==> src/rtl/pwm_pkg.sv <==
// Shared types and helpers for the multi-channel PWM generator.
package pwm_pkg;

    typedef enum logic {
        PWM_EDGE   = 1'b0,
        PWM_CENTER = 1'b1
    } mode_e;

    typedef enum logic {
        DIR_UP   = 1'b0,
        DIR_DOWN = 1'b1
    } dir_e;

    function automatic int ch_w(input int channels);
        return (channels > 1) ? $clog2(channels) : 1;
    endfunction

endpackage

==> src/rtl/pwm_timebase.sv <==
// Shared period counter (sawtooth or triangle) with shadowed mode/limit.
// commit is high on the wrap edge and on every disabled cycle.
module pwm_timebase
    import pwm_pkg::*;
#(
    parameter int BIT_WIDTH = 8
) (
    input  logic                 clk,
    input  logic                 rst,
    input  logic                 enable,
    input  logic [BIT_WIDTH-1:0] max_value,
    input  logic                 center_mode,
    output logic [BIT_WIDTH-1:0] cnt,
    output logic                 commit,
    output logic                 period_start
);

    dir_e                 dir;
    mode_e                mode_act;
    logic [BIT_WIDTH-1:0] max_act;
    logic                 wrap;

    always_comb begin
        if (mode_act == PWM_CENTER) begin
            wrap = (cnt == '0) && (dir == DIR_DOWN);
        end else begin
            wrap = (cnt == max_act);
        end
    end

    assign commit       = ~enable | wrap;
    // Gated by rst so the output reads low while reset is held.
    assign period_start = enable & ~rst & (cnt == '0) & (dir == DIR_UP);

    always_ff @(posedge clk or posedge rst) begin
        if (rst) begin
            cnt      <= '0;
            dir      <= DIR_UP;
            max_act  <= '0;
            mode_act <= PWM_EDGE;
        end else begin
            if (commit) begin
                max_act  <= max_value;
                mode_act <= mode_e'(center_mode);
            end
            if (!enable) begin
                cnt <= '0;
                dir <= DIR_UP;
            end else if (mode_act == PWM_EDGE) begin
                dir <= DIR_UP;
                cnt <= wrap ? '0 : cnt + 1'b1;
            end else if (dir == DIR_UP) begin
                // The counter holds for one cycle at each turning point.
                if (cnt == max_act) dir <= DIR_DOWN;
                else                cnt <= cnt + 1'b1;
            end else begin
                if (cnt == '0) dir <= DIR_UP;
                else           cnt <= cnt - 1'b1;
            end
        end
    end

endmodule

==> src/rtl/pwm_multi_channel.sv <==
// Multi-channel PWM: double-buffered duty banks compared against a shared timebase.
// pwm_out is registered and lags count by one cycle.
module pwm_multi_channel
    import pwm_pkg::*;
#(
    parameter  int BIT_WIDTH = 8,
    parameter  int CHANNELS  = 4,
    localparam int CH_W      = ch_w(CHANNELS)
) (
    input  logic                 clk,
    input  logic                 rst,
    input  logic                 enable,
    input  logic [BIT_WIDTH-1:0] max_value,
    input  logic                 center_mode,
    input  logic                 duty_wr_en,
    input  logic [CH_W-1:0]      duty_wr_ch,
    input  logic [BIT_WIDTH:0]   duty_wr_data,
    output logic [CHANNELS-1:0]  pwm_out,
    output logic                 period_start,
    output logic [BIT_WIDTH-1:0] count
);

    logic [BIT_WIDTH-1:0] cnt;
    logic                 commit;

    pwm_timebase #(
        .BIT_WIDTH(BIT_WIDTH)
    ) u_timebase (
        .clk         (clk),
        .rst         (rst),
        .enable      (enable),
        .max_value   (max_value),
        .center_mode (center_mode),
        .cnt         (cnt),
        .commit      (commit),
        .period_start(period_start)
    );

    assign count = cnt;

    for (genvar i = 0; i < CHANNELS; i++) begin : g_ch
        logic [BIT_WIDTH:0] duty_pend;
        logic [BIT_WIDTH:0] duty_act;
        logic               pwm_q;

        // A write on a commit edge lands in duty_pend only; duty_act takes the old value.
        always_ff @(posedge clk or posedge rst) begin
            if (rst) begin
                duty_pend <= '0;
                duty_act  <= '0;
                pwm_q     <= 1'b0;
            end else begin
                if (commit) duty_act <= duty_pend;
                if (duty_wr_en && (duty_wr_ch == CH_W'(i))) duty_pend <= duty_wr_data;
                pwm_q <= enable & ({1'b0, cnt} < duty_act);
            end
        end

        assign pwm_out[i] = pwm_q;
    end

endmodule

==> config.mk <==
export PLATFORM = sky130hd
export DESIGN_NAME = pwm_multi_channel
export DESIGN_NICKNAME = d
export VERILOG_FILES = /design/src/rtl/pwm_pkg.sv /design/src/rtl/pwm_timebase.sv /design/src/rtl/pwm_multi_channel.sv
export SDC_FILE = /design/constraint.sdc
export NUM_CORES = 1
export LEC_CHECK = 0
export BUFFER_PORTS_ARGS = -buffer_cell sky130_fd_sc_hd__buf_2
export CAP_MARGIN = 0
export CORE_MARGIN = 2
export CORE_UTILIZATION = 35
export CTS_CLUSTER_DIAMETER = 60
export CTS_CLUSTER_SIZE = 14
export DETAILED_ROUTE_END_ITERATION = 8
export PLACE_DENSITY = 0.6
export SYNTH_ARGS = -nofsm -noshare
export SYNTH_HDL_FRONTEND = slang
export SYNTH_HIERARCHICAL = 1
export SYNTH_SLANG_ARGS = --single-unit
==> constraint.sdc <==
create_clock -name clk -period 8.8 [get_ports clk]
set_clock_uncertainty 0.15 [all_clocks]
set_input_delay 2.64 -clock clk [delete_from_list [all_inputs] [get_ports clk]]
set_output_delay 2.64 -clock clk [all_outputs]
set_load 0.05 [all_outputs]
# After elaboration in Yosys (flattened, before gate mapping)
# Index checks and enable logic that the tools add are counted.
dict set report word_totals {
  regBits 94
  input_bits 24
  output_inout_bits 13
}
dict set report op_classes {
  n_addsub 2
  magnitude_cmp 4
  n_eq_ne 6
  n_mux 12
  bitwise_logic 11
  reduce_logical 8
}
# operator count
set ops {}
lappend ops {{$mux 8} 6}
lappend ops {{$lt 8x9->1} 4}
lappend ops {{$add 8x1->8 const B} 1}
lappend ops {{$eq 8x8->1} 1}
lappend ops {{$logic_not 8->1} 1}
lappend ops {{$sub 8x1->8 const B} 1}
lappend ops {{$and 1x1->1} 7}
lappend ops {{$mux 1} 6}
lappend ops {{$logic_and 1x1->1} 5}
lappend ops {{$eq 2x2->1 const B} 2}
lappend ops {{$ne 4x3->1 const B} 1}
lappend ops {{$ne 4x4->1 const B} 1}
lappend ops {{$not 1->1} 3}
lappend ops {{$eq 2x1->1 const B} 1}
lappend ops {{$logic_not 2->1} 1}
lappend ops {{$reduce_and 2->1} 1}
lappend ops {{$or 1x1->1} 1}

# Longest topological paths before layout
# Gate-level depths: netlist (run 1).
dict set report depth {
  word_depth 6
  mapped_depth 11
  mapped_depth_nobuf 7
}

# Hierarchy
# The synthesis (run 1) kept the hierarchy.
# mod n_inst cells_each area_per_inst_um2 seq_area_each_um2
set by_module_without_submodules {}
lappend by_module_without_submodules {pwm_multi_channel 1 305 3523.4 1901.8}
lappend by_module_without_submodules {pwm_timebase 1 110 1142.3 450.4}

# Least setup slack after synthesis (run 1)
# Ideal clock, no wire load.
dict set report synth_timing {
  path_kind {input-to-output}
  startpoint {in enable}
  endpoint {out period_start}
  arrival_time_ns 4.333
  setup_slack_ns 1.677
  stages 2
  path_buffers 0
  cell_sequence {inv_1 nor4b_1}
}
dict set report synth_between {
  elab_chain_cells 3
}
# element line_no
set synth_rtl {}
lappend synth_rtl {{start, declared} pwm_multi_channel.sv:12} ;# input logic enable,
lappend synth_rtl {{$and 1x1->1 (3 in a row)} pwm_timebase.sv:33} ;# assign period_start = enable & ~rst & (cnt == '0) & (dir == DIR_UP);
lappend synth_rtl {{end, declared} pwm_multi_channel.sv:19} ;# output logic period_start,
# No other way between the ends.

# Worst setup path in the final report (run 1)
# Ends and elaborated chain as after synthesis.

==> metrics, run 1 <==
Net Count, Synth=469; Worst setup endpoint=period_start; Design Area, Final=5320 µm²; Slew @ Worst Pin=955 ps; layout cell share with drive strength beyond 1=26.1%; number of diodes=0; CTS tree=built; f_max=160 MHz; Syn-to-layout area delta=14.1%; clk slew on worst S/H paths=70 ps; met3 GRT Util=3.54%; Die Area=14,300 µm²; crit-path most repeated cell=buf_2; crit path launch type=input port; Multi-input gate area=2030 µm²; Crit. End Element=primary output; DRT Pass-1 Iters=4; minimum clock period=6260 ps; Period Utilization, post-route=71.2%; Post-DP HPWL=approximately 6600 µm; clk buf depth=2; crit path max fanout=6; Top Usage Layer GRT=met2; reg-to-reg endpoint=g_ch[1].duty_act[0]; Cell Pwr Density=approximately 220 nW/µm²; Setup CP Type=in -> out; Hold Path Class=reg -> reg; vias in the first global route=3,093; worst-path cell chain=buf_2, inv_1, nor4b_1, buf_2; DP Area=just under 5000 µm²; # setup viols final=0; number of synthesized flops with an enable pin=0; peak supply drop=0.154 mV; WL final=9670 µm; CTS sink count=94; critical path's slowest cell=buf_2; Core ar.=13,100 µm²; CP required=6010 ps; Yosys cell types=44; Initial Util=about 36%; first-pass GRT wire length=16,000 µm; gpl congestion=0.768; Lkg Pwr=2.45 nW; cell count after synthesis=roughly 420; synthesized area per cell=11.2 µm²; PostCTS Resize Cnt=0; CTS buffer count=9; CP delay by family, top=buffers and inverters; clock root cell=clkbuf_16; fill count=1,296; Seq/Total Area, Yosys=50.4%; routing usage on met1=18.5%; R2R depth=7; met2 Use GR=24.5%; Worst slew margin=about 36%; r2r setup slk=5650 ps; Die Height=around 120 µm; Seq cells post-synth=94; worst path bufs/invs=3; GRT Resource Usage Total=14.5%; die width=119 µm; RR Startpoint=u_timebase/cnt[3]; CP Launch Point=enable; total number of vias=3,106; drt via density=4.95; Synth Cell Area=4670 µm²; maxcap violations=0; setup TNS=0 ps; Post-CTS Hold Fix Bufs=0; Slew Viols, Final=0; initial antenna violation count=0; RSZ-0062 raised after global routing=no; arrival time worst endpoint=3470 ps; largest net degree at the start of global routing=77; critical path depth in cells=4; Post-synth top flop=dfrtp_1; Nets=501; number of routed nets with antenna violations=0; GRT overflow=0; register area=2350 µm²; port buffer count=36; row count=42; synth warn=6; DR WL/cell=15.4 µm; outcome=completed; detailed-route DRC error count=0; final hold vios=0; Slowest Stage Delay on Critical Path=~310 ps; post-CTS setup buffers=0; H-tree levels=3; Worst-Skew Late Latency=340 ps; Ports=37; Post-synth ARST share=100%; drt first-iter violations=202
stage by stage:
| step | hold WS, ps | total power [mW] | utilization [%] | setup slack, ps | instances |
|---|---|---|---|---|---|
| 4_1_cts | 331 | 1.18 | 40.5 | 2540 | 628 |
| 6_report | 328 | 1.17 | 40.5 | 2540 | 628 |
| 3_3_place_gp | 308 | 0.724 | 37.9 | 2540 | 612 |
| 3_5_place_dp | 316 | 0.734 | 37.9 | 2550 | 612 |
| 5_1_grt | 357 | 1.23 | 40.5 | 2450 | 628 |
| 2_1_floorplan | 294 | 0.682 | - | 1680 | 415 |
worst min path at each step:
| stage | from | end | slack [ps] | cells past startpoint |
|---|---|---|---|---|
| after floorplan | g_ch[1].duty_pend[7] | g_ch[1].duty_act[7] | 290 | 2 |
| after global placement | g_ch[1].duty_pend[7] | g_ch[1].duty_act[7] | 310 | 2 |
| after detailed placement | g_ch[3].duty_pend[1] | g_ch[3].duty_act[1] | 320 | 2 |
| after CTS | g_ch[1].duty_pend[3] | g_ch[1].duty_act[3] | 330 | 2 |
| after global routing | g_ch[3].duty_pend[7] | g_ch[3].duty_act[7] | 360 | 2 |
| final | g_ch[1].duty_pend[3] | g_ch[1].duty_act[3] | 330 | 2 |
cell type report:
type | count | share of cell area, %
sequential | 94 | 44.2
clock buffer | 9 | 4.23
timing repair buffer | 38 | 3.67
clock inverter | 7 | 2.28
inverter | 48 | 3.39
multi-input combinational | 256 | 38.1
tap | 176 | 4.14
synth_stat cells, drive strengths merged (2+ instances only):
cell,count,area share (%)
dfrtp,94,50
mux2,53,14
nand2,52,4.2
inv,48,3.9
o21ai,34,3.6
ha,30,8.0
buf,13,2.0
a21oi,9,0.97
o221ai,9,1.7
a211oi,8,1.3
xor2,8,1.5
or3,6,0.80
clkbuf,4,0.32
nand2b,4,0.54
nor2b,4,0.54
nor3,4,0.43
nor4,4,0.94
o211ai,4,0.64
a31oi,3,0.40
nand3b,3,0.64
a21o,2,0.32
and4,2,0.40
mux2i,2,0.43
nand3,2,0.32
nor2,2,0.16
nor3b,2,0.43
routing by layer:
layer  vias to the layer above  share of wire [%]
li1                       1494                  -
met1                      1518                 46
met2                        78                 47
met3                        16                4.7
met4                         0                1.5
met5                         -                  0
layout by cell type, fill, tap and decap left out, types with 30 or more instances in the layout:
cell and count:
buf_2 36, dfrtp_1 94, mux2_2 44, ha_1 30, inv_1 47, nand2_1 52, o21ai_0 34
registers in the layout (all words and copies together) (netlist names):
signal               count
g_ch.pwm_q               4
u_timebase/cnt           8
u_timebase/dir           1
u_timebase/mode_act      1
g_ch.duty_act           36
g_ch.duty_pend          36
u_timebase/max_act       8
cell families after synthesis:
logic type      count (synthesis)  share of synthesized area, %
xor+xnor                        9                          1.69
simple gates                   88                          9.87
fa+ha+maj                      30                          8.05
compound gates                 74                          9.90
buf+inv                        65                          6.14
flops                          94                          50.4
mux                            55                          13.9
worst register-to-register path: cells and delay by family (launching register included):
| family | cells | cell delay [ps] |
|---|---|---|
| AO/OA/AOI/OAI | 1 | 400 |
| XOR/XNOR | 1 | 160 |
| buffers and inverters | 2 | 600 |
| flip-flops | 1 | 750 |
| multiplexers | 1 | 450 |
| AND/OR/NAND/NOR | 2 | 520 |
power breakdown:
group	total [mW]	switching (mW)	internal, mW
Clock	0.446	0.167	0.279
Sequential	0.538	0.0362	0.502
Combinational	0.185	0.0999	0.0851
(Power assumes the default switching activity.)
==> run 2, diff against run 1 <==
Settings changed: PLACE_DENSITY 0.6 to 0.62.
Clock period 8.8 ns to 5.3 ns, I/O delays scaled along.
==> run 2 against run 1 <==
Register-to-register slack worse by 3400 ps; highest routed layer unchanged; cell area is 0.12% higher; largest power group unchanged; first-iteration DRC count is 5.4% higher; flip-flop and latch count stayed put.
==> metrics, run 2 (same netlist as run 1, synthesis figures left out) <==
CP Launch Point=enable; M1 WL=4490 µm; Seq pwr share=45.9%; clock root cell=clkbuf_16; Sw Pwr=511 µW; number of diodes=0; CTS buffer count=9; worst setup margin=approximately 1100 ps; Syn-to-layout area delta=14.2%; port buffer count=36; drt first-iter violations=213; PostCTS Resize Cnt=0; final hold vios=0; most common cell after layout, fill and taps aside=dfrtp_1; Initial Util=35.5%; R2R depth=7; Worst setup endpoint=period_start; Slew @ Worst Pin=976 ps; reg-to-reg endpoint=g_ch[2].duty_act[0]; combinational power share=about 16%; row count=42; maxcap violations=0; worst hold stages=2; Met2 Wirelength=a little under 5000 µm; DR WL/cell=15.8 µm; outcome=completed; minimum clock period=between 4000 and 5000 ps; peak supply drop=0.152 mV; # setup viols final=0; total number of vias=3,123; clk slew on worst S/H paths=70 ps; Crit. End Element=primary output; RSZ-0062 raised after global routing=no; most frequent cells in the layout=94 x dfrtp_1, 52 x nand2_1, 47 x inv_1; Worst slew margin=34.6%; Top Registers=g_ch.duty_act: 36 flops, g_ch.duty_pend: 36 flops; Period Utilization, post-route=78.6%; initial antenna violation count=0; crit path max fanout=6; r2r setup slk=2240 ps; RR Startpoint=u_timebase/cnt[6]; Setup CP Type=in -> out; DP Area=4980 µm²; Lkg Pwr=2.45 nW; Slew Viols, Final=0; CTS sink count=94; gpl congestion=0.817; Die Area=14,300 µm²; Core ar.=~13,000 µm²; GRT overflow=0; switching part of the total=26.2%; H-tree levels=3; largest net degree at the start of global routing=65; die width=119 µm; DR top layer=met4; GRT Resource Usage Total=roughly 15%; Die Height=119 µm; Design Area, Final=5330 µm²; clk buf depth=2; Cell Pwr Density=366 nW/µm²; Hold Path Class=reg -> reg; Post-CTS Hold Fix Bufs=0; setup TNS=0 ps; Ports=37; layout cell share with drive strength beyond 1=a little over a quarter; CTS tree=built; number of routed nets with antenna violations=0; Post-DP HPWL=6940 µm; pre-CTS setup slack=1130 ps; drt via density=4.97; CP required=3560 ps; Worst-Skew Late Latency=350 ps; arrival time worst endpoint=approximately 2400 ps; DRT Pass-1 Iters=4; Clk network pwr share=38.3%; f_max=240 MHz; crit path launch type=input port; WL final=around 9900 µm; detailed-route DRC error count=0; post-CTS setup buffers=0; Nets=502; met3 WL=~480 µm; Hold WS=330 ps; vias in the first global route=3,170; first-pass GRT wire length=16,300 µm; Int Power=1.44 mW
## run 2: cell count changes in the layout (fill, tap and decap cells not counted)
cell / change
inv_6: +1
clkinv_4: -1
buf_4: +1
clkbuf_1: +1
clkinv_2: -1
## run 2: power by group through the flow
stage                     clock network [mW]  registers (mW)  logic [mW]
after CTS                              0.763           0.897       0.315
after detailed placement                   0           0.911       0.312
after floorplan                            0           0.893       0.238
after global placement                     0           0.904       0.299
final                                  0.746           0.896       0.309
after global routing                   0.791           0.910       0.350
## run 2: cell type report
| class | instances | area [µm²] |
|---|---|---|
| Fill cell | 1287 | 7810 |
| Sequential cell | 94 | 2350 |
| Multi-Input combinational cell | 256 | 2030 |
| Clock buffer | 10 | 229 |
| Tap cell | 176 | 220 |
| Timing Repair Buffer | 39 | 203 |
| Inverter | 48 | 180 |
| Clock inverter | 6 | 116 |
## run 2: critical path, stage by stage
cell and delay [ps]:
buf_2 160, inv_1 80, nor4b_1 280, buf_2 310
## run 2: how the worst min path moves through the flow
stage / startpoint / to / slack (ps)
detailed placement: g_ch[2].duty_pend[4] / g_ch[2].duty_act[4] / 310
CTS: g_ch[2].duty_pend[4] / g_ch[2].duty_act[4] / 330
finish: g_ch[1].duty_pend[7] / g_ch[1].duty_act[7] / 330
global placement: g_ch[3].duty_pend[6] / g_ch[3].duty_act[6] / 310
floorplan: g_ch[1].duty_pend[7] / g_ch[1].duty_act[7] / 290
global route: g_ch[1].duty_pend[7] / g_ch[1].duty_act[7] / 350
## run 2: through the flow
step           std cells  util (%)  power (mW)
2_1_floorplan        415         -        1.13
3_3_place_gp         613      37.9        1.20
3_5_place_dp         613      37.9        1.22
4_1_cts              629      40.6        1.97
5_1_grt              629      40.6        2.05
6_report             629      40.6        1.95
## run 2: metal layers
layer / track usage (%) / vias up
met5: 0 / -
met4: 4.85 / 0
met3: 4.12 / 10
met2: 24.3 / 72
met1: 19.0 / 1549
li1: - / 1492
==> run 3, diff against run 2 <==
Settings changed: ABC_AREA from default to 1, PLACE_DENSITY 0.62 to 0.6.
Clock period 5.3 ns to 3.9 ns, I/O delays scaled along.
==> run 3 against run 2 <==
Utilization fell by 0.74 points; sequential power grew 33%; synthesized area rose by 6.4%; critical path type unchanged; critical endpoint unchanged; highest routed layer unchanged; sequential share of layout area fell by 1.6 points.
==> metrics, run 3 <==
outcome=completed; number of diodes=0; worst hold stages=2; Synth Cell Area=4970 µm²; detailed-route DRC error count=0; synth warn=6; crit path launch type=input port; most frequent cells after synthesis=185 x nand2_1, 94 x dfrtp_1, 77 x inv_1; Post-synth top flop=dfrtp_1; Lkg Pwr=2.88 nW; initial antenna violation count=0; largest net degree at the start of global routing=85; vias in the first global route=3,785; layout cell share with drive strength beyond 1=18.2%; port buffer count=36; fill count=1,445; Ports=37; maxcap violations=0; Die Height=around 120 µm; R2R depth=7; CTS tree=built; Slew Viols, Final=0; number of synthesized flops with an enable pin=0; met2 Use GR=25.4%; CP required=2580 ps; Crit. End Element=primary output; post-CTS setup buffers=0; cell total after placement=780; clock root cell=clkbuf_16; most frequent cells in the layout=185 x nand2_1, 94 x dfrtp_1, 76 x inv_1; CTS buffer count=9; Top Registers=g_ch.duty_act: 36 flops, g_ch.duty_pend: 36 flops; PostCTS Resize Cnt=0; die width=123 µm; Core ar.=13,900 µm²; Seq cells post-synth=94; Post-synth ARST share=100%; total number of vias=3,737; Synth top area share=47.4%; ranking of synthesized cells by area=dfrtp_1 47%, nand2_1 14%, ha_1 7.6%, inv_1 5.8%, o21ai_0 4.6%; drt first-iter violations=226; arrival time worst endpoint=2040 ps; peak supply drop=0.180 mV; Yosys top cell by area=dfrtp_1; routing usage on met1=20.8%; Setup CP Type=in -> out; Top Usage Layer GRT=met2; DR WL/cell=roughly 13 µm; Yosys cell types=30; crit path max fanout=7; first-pass GRT wire length=approximately 18,000 µm; count leader, synth=nand2_1; clk buf depth=2; Post-Layout Cell Count=796; number of routed nets with antenna violations=0; GRT Resource Usage Total=approximately 16%; row count=43; Period Utilization, post-route=a little under nine tenths; Post-CTS Hold Fix Bufs=0; gpl congestion=0.876; final hold vios=0; Syn-to-layout area delta=11.3%; Post-DP HPWL=7830 µm; Multi-input gate area=2170 µm²; drt via density=4.69; Worst slew margin=a little over two fifths; register area=2350 µm²; synthesized area per cell=around 8.6 µm²; Slew @ Worst Pin=846 ps; minimum clock period=roughly 3400 ps; # setup viols final=0; Initial Util=35.8%; clk slew on worst S/H paths=about 70 ps; Util after Layout=39.8%; most common cell after layout, fill and taps aside=nand2_1; GRT overflow=0; Die Area=~15,000 µm²; setup TNS=0 ps; CTS sink count=94; Net Count, Synth=633; RSZ-0062 raised after global routing=no; Cell Pwr Density=451 nW/µm²; Nets=665; Seq/Total Area, Yosys=47.4%; f_max=approximately 300 MHz; met3 GRT Util=3.09%; H-tree levels=3; WL final=10,700 µm; Worst-Skew Late Latency=340 ps; Hold Path Class=reg -> reg; cell count after synthesis=579; DRT Pass-1 Iters=4
## run 3: cell types whose count changed after synthesis, sizes merged, moves of 6 or more
cell / before / now
nand2: 52 / 197
mux2: 53 / 4
o21ai: 34 / 79
inv: 48 / 79
nor2: 2 / 29
nand3: 2 / 18
o221ai: 9 / 0
a211oi: 8 / 0
nand4: 0 / 6
or3: 6 / 0
## run 3: power breakdown
group / switching (mW) / internal, mW / total [mW]
registers: 0.0723 / 1.11 / 1.19
logic: 0.312 / 0.169 / 0.481
clock network: 0.371 / 0.453 / 0.823
total: 0.755 / 1.74 / 2.49
## run 3: metrics by stage
stage               cell area [µm²]  worst slack [ps]  hold slack (ps)  power, mW
floorplan                      4970               561              298       1.57
global placement               5240               576              314       1.67
detailed placement             5240               535              316       1.69
CTS                            5530               533              329       2.53
global route                   5530               455              360       2.65
finish                         5530               541              328       2.49
## run 3: cell families (layout without fill, tap and decap cells)
| group | Yosys count | in the layout | share of synthesized area, % |
|---|---|---|---|
| AOI/OAI and AO/OA | 93 | 93 | 11.6 |
| and+or+nand+nor | 251 | 251 | 21.8 |
| DFF | 94 | 94 | 47.4 |
| buffers and inverters | 97 | 134 | 8.99 |
| muxes | 5 | 5 | 1.11 |
| adders and majority gates | 30 | 30 | 7.56 |
| xor gates and xnor gates | 9 | 9 | 1.59 |
## run 3: area by class of cell
class	count	share of cell area (%)
repair buffers	39	3.67
clock buffers	10	4.32
flip-flops and latches	94	42.6
inverters	79	5.37
well taps	180	4.08
clock inverters	6	0.792
multi-input cells	388	39.2
## run 3: path summary, 6_finish.rpt
path,from,endpoint,slack [ps]
min in group asynchronous,rst,g_ch[2].pwm_q,670
setup / recovery,enable,period_start,540
setup reg to reg,u_timebase/cnt[1],g_ch[1].duty_act[0],1260
hold / removal,g_ch[0].duty_pend[6],g_ch[0].duty_act[6],330
max in group asynchronous,rst,g_ch[3].duty_pend[5],2170
hold reg to reg,g_ch[0].duty_pend[6],g_ch[0].duty_act[6],330
## run 3: critical path, stage by stage
cell	delay, ps
buf_2	180
inv_1	110
nor2_1	130
and3_2	190
buf_2	250
## run 3: routing by layer
metal | routed length, µm | share of wire (%)
met1 | 5090 | 48
met2 | 4900 | 46
met3 | 496 | 4.6
met4 | 218 | 2.0
met5 | 0 | 0
